--- config.mk ---
export PLATFORM = sky130hd
export DESIGN_NAME = intr_ctrl
export DESIGN_NICKNAME = d
export VERILOG_FILES = /design/src/rtl/intr_ctrl.sv
export SDC_FILE = /design/constraint.sdc
export NUM_CORES = 1
export LEC_CHECK = 0
export ABC_AREA = 1
export CORE_MARGIN = 10
export CORE_UTILIZATION = 40
export DETAILED_ROUTE_END_ITERATION = 7
export GPL_ROUTABILITY_DRIVEN = 0
export PLACE_DENSITY_LB_ADDON = 0.15
export SLEW_MARGIN = 30
export SYNTH_ARGS = -nofsm -noshare
export SYNTH_HDL_FRONTEND = slang
export SYNTH_SLANG_ARGS = --single-unit
--- constraint.sdc ---
create_clock -name clk -period 1.75 [get_ports clk]
set_clock_uncertainty 0.15 [all_clocks]
set_input_delay 0.175 -clock clk [delete_from_list [all_inputs] [get_ports clk]]
set_output_delay 0.175 -clock clk [all_outputs]
set_load 0.03 [all_outputs]
--- src/rtl/intr_ctrl.sv ---
// intr_ctrl -- prioritised interrupt controller in front of a CP0 external
// interrupt input.
//
// Sources are qualified per bit as edge- or level-triggered, gated by a mask
// and arbitrated lowest-index-first. A three-state handshake (IDLE -> REQ ->
// SERVICE) raises ir_out, waits for the core to take the interrupt (ir_ack)
// and then holds off further requests until end of interrupt (eoi).
//
// Ports
//   clk        main clock, all state on the rising edge
//   rst        synchronous active-high reset
//   src_in     raw interrupt lines (N_SRC wide, synchronous to clk)
//   reg_we     register write strobe
//   reg_addr   0 MASK, 1 PENDING (W1C), 2 EDGE_SEL, 3 STATUS (RO)
//   reg_wdata  register write data
//   reg_rdata  registered read data, one cycle after reg_addr is sampled
//   ir_out     interrupt request to CP0
//   ir_ack     CP0 has taken the interrupt
//   eoi        end of interrupt (ERET)
//   ir_id      index of the source being requested or serviced
//   busy       high while the handler is running (SERVICE)
module intr_ctrl #(
  parameter int N_SRC = 8
) (
  input  logic             clk,
  input  logic             rst,
  input  logic [N_SRC-1:0] src_in,
  input  logic             reg_we,
  input  logic [1:0]       reg_addr,
  input  logic [31:0]      reg_wdata,
  output logic [31:0]      reg_rdata,
  output logic             ir_out,
  input  logic             ir_ack,
  input  logic             eoi,
  output logic [4:0]       ir_id,
  output logic             busy
);

  localparam logic [1:0] ST_IDLE    = 2'b00;
  localparam logic [1:0] ST_REQ     = 2'b01;
  localparam logic [1:0] ST_SERVICE = 2'b10;

  logic [N_SRC-1:0] mask_reg, edge_sel_reg, pending_reg, src_q_reg;
  logic [N_SRC-1:0] pending_next;
  logic [1:0]       state_reg, state_next;
  logic [4:0]       ir_id_reg, ir_id_next;
  logic [31:0]      rdata_reg, rdata_next;

  logic [N_SRC-1:0] rise, w1c, eligible, id_sel, ack_clr;
  logic [4:0]       winner;
  logic             any_eligible, id_eligible, ack_taken;

  assign rise      = src_in & ~src_q_reg;
  assign w1c       = (reg_we && reg_addr == 2'd1) ? reg_wdata[N_SRC-1:0] : '0;
  assign eligible  = pending_reg & mask_reg;
  assign ack_taken = (state_reg == ST_REQ) && ir_ack;

  // Per-source pending logic. A new rising edge beats any clear arriving in
  // the same cycle; level sources simply track the sampled line.
  generate
    for (genvar gi = 0; gi < N_SRC; gi++) begin : g_src
      assign id_sel[gi]  = (ir_id_reg == 5'(gi));
      assign ack_clr[gi] = ack_taken && id_sel[gi];
      assign pending_next[gi] = edge_sel_reg[gi]
          ? (rise[gi] | (pending_reg[gi] & ~w1c[gi] & ~ack_clr[gi]))
          : src_in[gi];
    end
  endgenerate

  assign any_eligible = |eligible;
  // ir_id is only ever loaded from the arbiter, so it always names a real source.
  assign id_eligible  = |(eligible & id_sel);

  // Lowest index wins: scan downwards so the last hit is the smallest index.
  always_comb begin
    winner = '0;
    for (int i = N_SRC - 1; i >= 0; i--) begin
      if (eligible[i]) winner = 5'(i);
    end
  end

  always_comb begin
    state_next = state_reg;
    ir_id_next = ir_id_reg;
    case (state_reg)
      ST_IDLE: begin
        if (any_eligible) begin
          state_next = ST_REQ;
          ir_id_next = winner;
        end
      end
      ST_REQ: begin
        // Acknowledge takes precedence over a simultaneous withdrawal.
        if (ir_ack)            state_next = ST_SERVICE;
        else if (!id_eligible) state_next = ST_IDLE;
      end
      ST_SERVICE: begin
        if (eoi) state_next = ST_IDLE;
      end
      default: state_next = ST_IDLE;
    endcase
  end

  always_comb begin
    rdata_next = '0;
    case (reg_addr)
      2'd0: rdata_next = 32'(mask_reg);
      2'd1: rdata_next = 32'(pending_reg);
      2'd2: rdata_next = 32'(edge_sel_reg);
      2'd3: rdata_next = {23'd0, (state_reg == ST_SERVICE), state_reg, 1'b0, ir_id_reg};
      default: rdata_next = '0;
    endcase
  end

  always_ff @(posedge clk) begin
    if (rst) begin
      mask_reg     <= '0;
      edge_sel_reg <= '0;
      pending_reg  <= '0;
      src_q_reg    <= '0;
      state_reg    <= ST_IDLE;
      ir_id_reg    <= '0;
      rdata_reg    <= '0;
    end else begin
      if (reg_we && reg_addr == 2'd0) mask_reg     <= reg_wdata[N_SRC-1:0];
      if (reg_we && reg_addr == 2'd2) edge_sel_reg <= reg_wdata[N_SRC-1:0];
      pending_reg <= pending_next;
      src_q_reg   <= src_in;
      state_reg   <= state_next;
      ir_id_reg   <= ir_id_next;
      rdata_reg   <= rdata_next;
    end
  end

  // Both flags decode straight from the state register, so they change
  // exactly at the state transition edge.
  assign ir_out    = (state_reg == ST_REQ);
  assign busy      = (state_reg == ST_SERVICE);
  assign ir_id     = ir_id_reg;
  assign reg_rdata = rdata_reg;

endmodule

==> metrics.md <==
| Metric | Value |
|---|---|
| Req. time, crit path | 1.42 ns |
| Full die area | 9170 µm² |
| Synth top area share | between 40% and 50% |
| MaxCap Viol Count | 0 |
| Setup TNS Final | 0 ns |
| IR drop worst, VDD | 440 µV |
| Synth top area cells | dfxtp_1, nand2_1, buf_4, inv_1, nor2_1 |
| Nets | ~410 |
| DRT Wirelength | 5830 µm |
| Synth cell types | 30 |
| Async set-reset flop share out of synthesis | 0% |
| Crit path DAT | 1.32 ns |
| Unrepaired setup endpoints after global routing | false |
| Crit-path max FO | 5 |
| Detailed Route Iter0 Violations | between 100 and 150 |
| Vias per inst | 4.69 |
| Commonest non-fill, non-tap cells in the layout | nand2_1, dfxtp_1, inv_1, nor2_1, clkdlybuf4s50_1 |
| Overflow after GRT | 0 |
| Ant. Diodes | 0 |
| Setup crit start kind | flip-flop |
| CTS tree | built |
| DR pass1 iterations | 4 |
| Via count | a little over 2000 |
| Post-CTS Setup Bufs | 0 |
| Share of cells above drive strength 1 | 10.5% |
| Largest net degree at the start of global routing | 25 |
| I/O Buffers | 36 |
| EDFF count, synth | 0 |
| Final non-filler cell total | 435 |
| DR DRC count | 0 |
| Post-synth top area cell | dfxtp_1 |
| Post-synthesis cell count | 315 |
| Tot Pwr | 0.00236 W |
| Num Clock Sinks | 46 |
| Register area share after synthesis | 40.1% |
| Tcrit/Tclk final | 94.2% |
| Hold Fails Final Rpt | 0 |
| Clock tree buffer depth | 2 |
| Fmax | 0.606 GHz |
| Antenna violations before repair | 0 |
| Clock-pin slew on the worst setup and hold paths | 0.09 ns |
| Initial Util | 41.5% |
| Layout area overhead | 21.1% |
| Cell Pwr Density | around 850 nW/µm² |
| Crit Path Class | reg -> out |
| Final min period | 1.65 ns |
| Hold Slack | 0.237 ns |
| Core area | about 5500 µm² |
| H-tree depth | 2 |
| Slew Limit Fails | 0 |
| Number of setup violations in the final report | 0 |
| Die Y-Extent | ~96 µm |
| # rows | 27 |
| Leak | 1.27 nW |
| Post-DRT Antenna Nets | 0 |
| Num ports | 86 |
| Post-DP HPWL | 4580 µm |
| HP Class | in -> reg |
| GRT Overall Usage | a little over an eighth |
| Vias in the first global route | 1969 |
| Status | completed |
| Post-synthesis cell area | between 2000 and 2500 µm² |
| Syn Area/Cell | 7.29 µm² |
| Yosys warning count | 0 |
| Worst-Skew Late Latency | 0.30 ns |
| Primary FF master, synth | dfxtp_1 |
| Max reg flops | 9 |
| Number of CTS-inserted buffers | 5 |
| Die W | 95.8 µm |
| Commonest non-fill, non-tap cell in the layout | nand2_1 |
| Clock root buffer | clkbuf_8 |
| DP Cell Count | approximately 430 |
| CP endpoint kind | output pin |
| Yosys reg bits | 46 |
| Routed length per instance | 13.4 µm |
| First-pass GRT wire length | 9720 µm |
==> Yosys cell counts (all sizes together), types with 2 or more instances <==
| library cell | n |
|---|---|
| a21oi | 20 |
| a221oi | 2 |
| buf | 32 |
| dfxtp | 46 |
| inv | 41 |
| nand2 | 69 |
| nand3 | 6 |
| nand4 | 17 |
| nor2 | 39 |
| nor4 | 2 |
| o21ai | 31 |
| o22ai | 2 |
| o2bb2ai | 3 |
==> worst paths after layout <==
kind | from | to | slack [ns] | depth (start not counted)
setup / recovery | state_reg[1] | busy | 0.10 | 3
hold / removal | src_in[2] | src_q_reg[2] | 0.24 | 3
setup reg to reg | ir_id[0] | pending_reg[5] | 0.30 | 3
hold reg to reg | mask_reg[4] | mask_reg[4] | 0.33 | 2
==> where the power goes <==
part           switching [W]  total, W  leakage (nW)  internal [W]
Clock               0.000363  0.000784        0.0579      0.000421
Combinational       0.000285  0.000432         0.837      0.000147
Sequential         0.0000426   0.00115         0.378       0.00110
Total               0.000691   0.00236          1.27       0.00167
==> repair_timing <==
| item | 4_1_cts | 5_1_grt |
|---|---|---|
| resized for setup | 4 | 1 |
| setup endpoints to repair | 4 | 1 |
| hold buffers | 0 | 0 |
==> per-layer routing <==
| metal | vias up | track usage [%] | wire length (µm) |
|---|---|---|---|
| li1 | 1068 | - | - |
| met1 | 908 | 17.4 | 2810 |
| met2 | 56 | 20.6 | 2520 |
| met3 | 8 | 3.50 | 432 |
| met4 | 0 | 4.30 | 66 |
| met5 | - | 0 | 0 |
==> critical path, cell delays in order (launching register included) <==
cell and delay [ns]:
dfxtp_1 0.40, inv_1 0.09, nor2_1 0.11, dlygate4sd2_1 0.42
==> final cells by class <==
| class | instances | area (µm²) |
|---|---|---|
| timing repair buffer | 48 | 447 |
| multi-input combinational | 220 | 1060 |
| fill | 591 | 2760 |
| tap | 72 | 90.1 |
| clock buffer | 5 | 68.8 |
| inverter | 41 | 159 |
| clock inverter | 3 | 40.0 |
| sequential | 46 | 921 |
==> cells by family (layout without fill, tap and decap cells) <==
| kind of cell | after synthesis | after routing | share of synthesized area (%) |
|---|---|---|---|
| AOI/OAI and AO/OA | 61 | 61 | 15.4 |
| buffers and inverters | 73 | 97 | 17.8 |
| DFF | 46 | 46 | 40.1 |
| other | 1 | 25 | 0.163 |
| and+or+nand+nor | 134 | 134 | 26.6 |
==> through the flow <==
step,setup slack [ns],area (µm²),util (%)
detailed placement,0.0604,2680,48.3
floorplan,0.271,2390,-
CTS,0.0839,2780,50.2
finish,0.101,2780,50.2
global route,0.00501,2780,50.2
global placement,0.0562,2680,48.3
No activity file was read; power rests on OpenSTA's default activity.
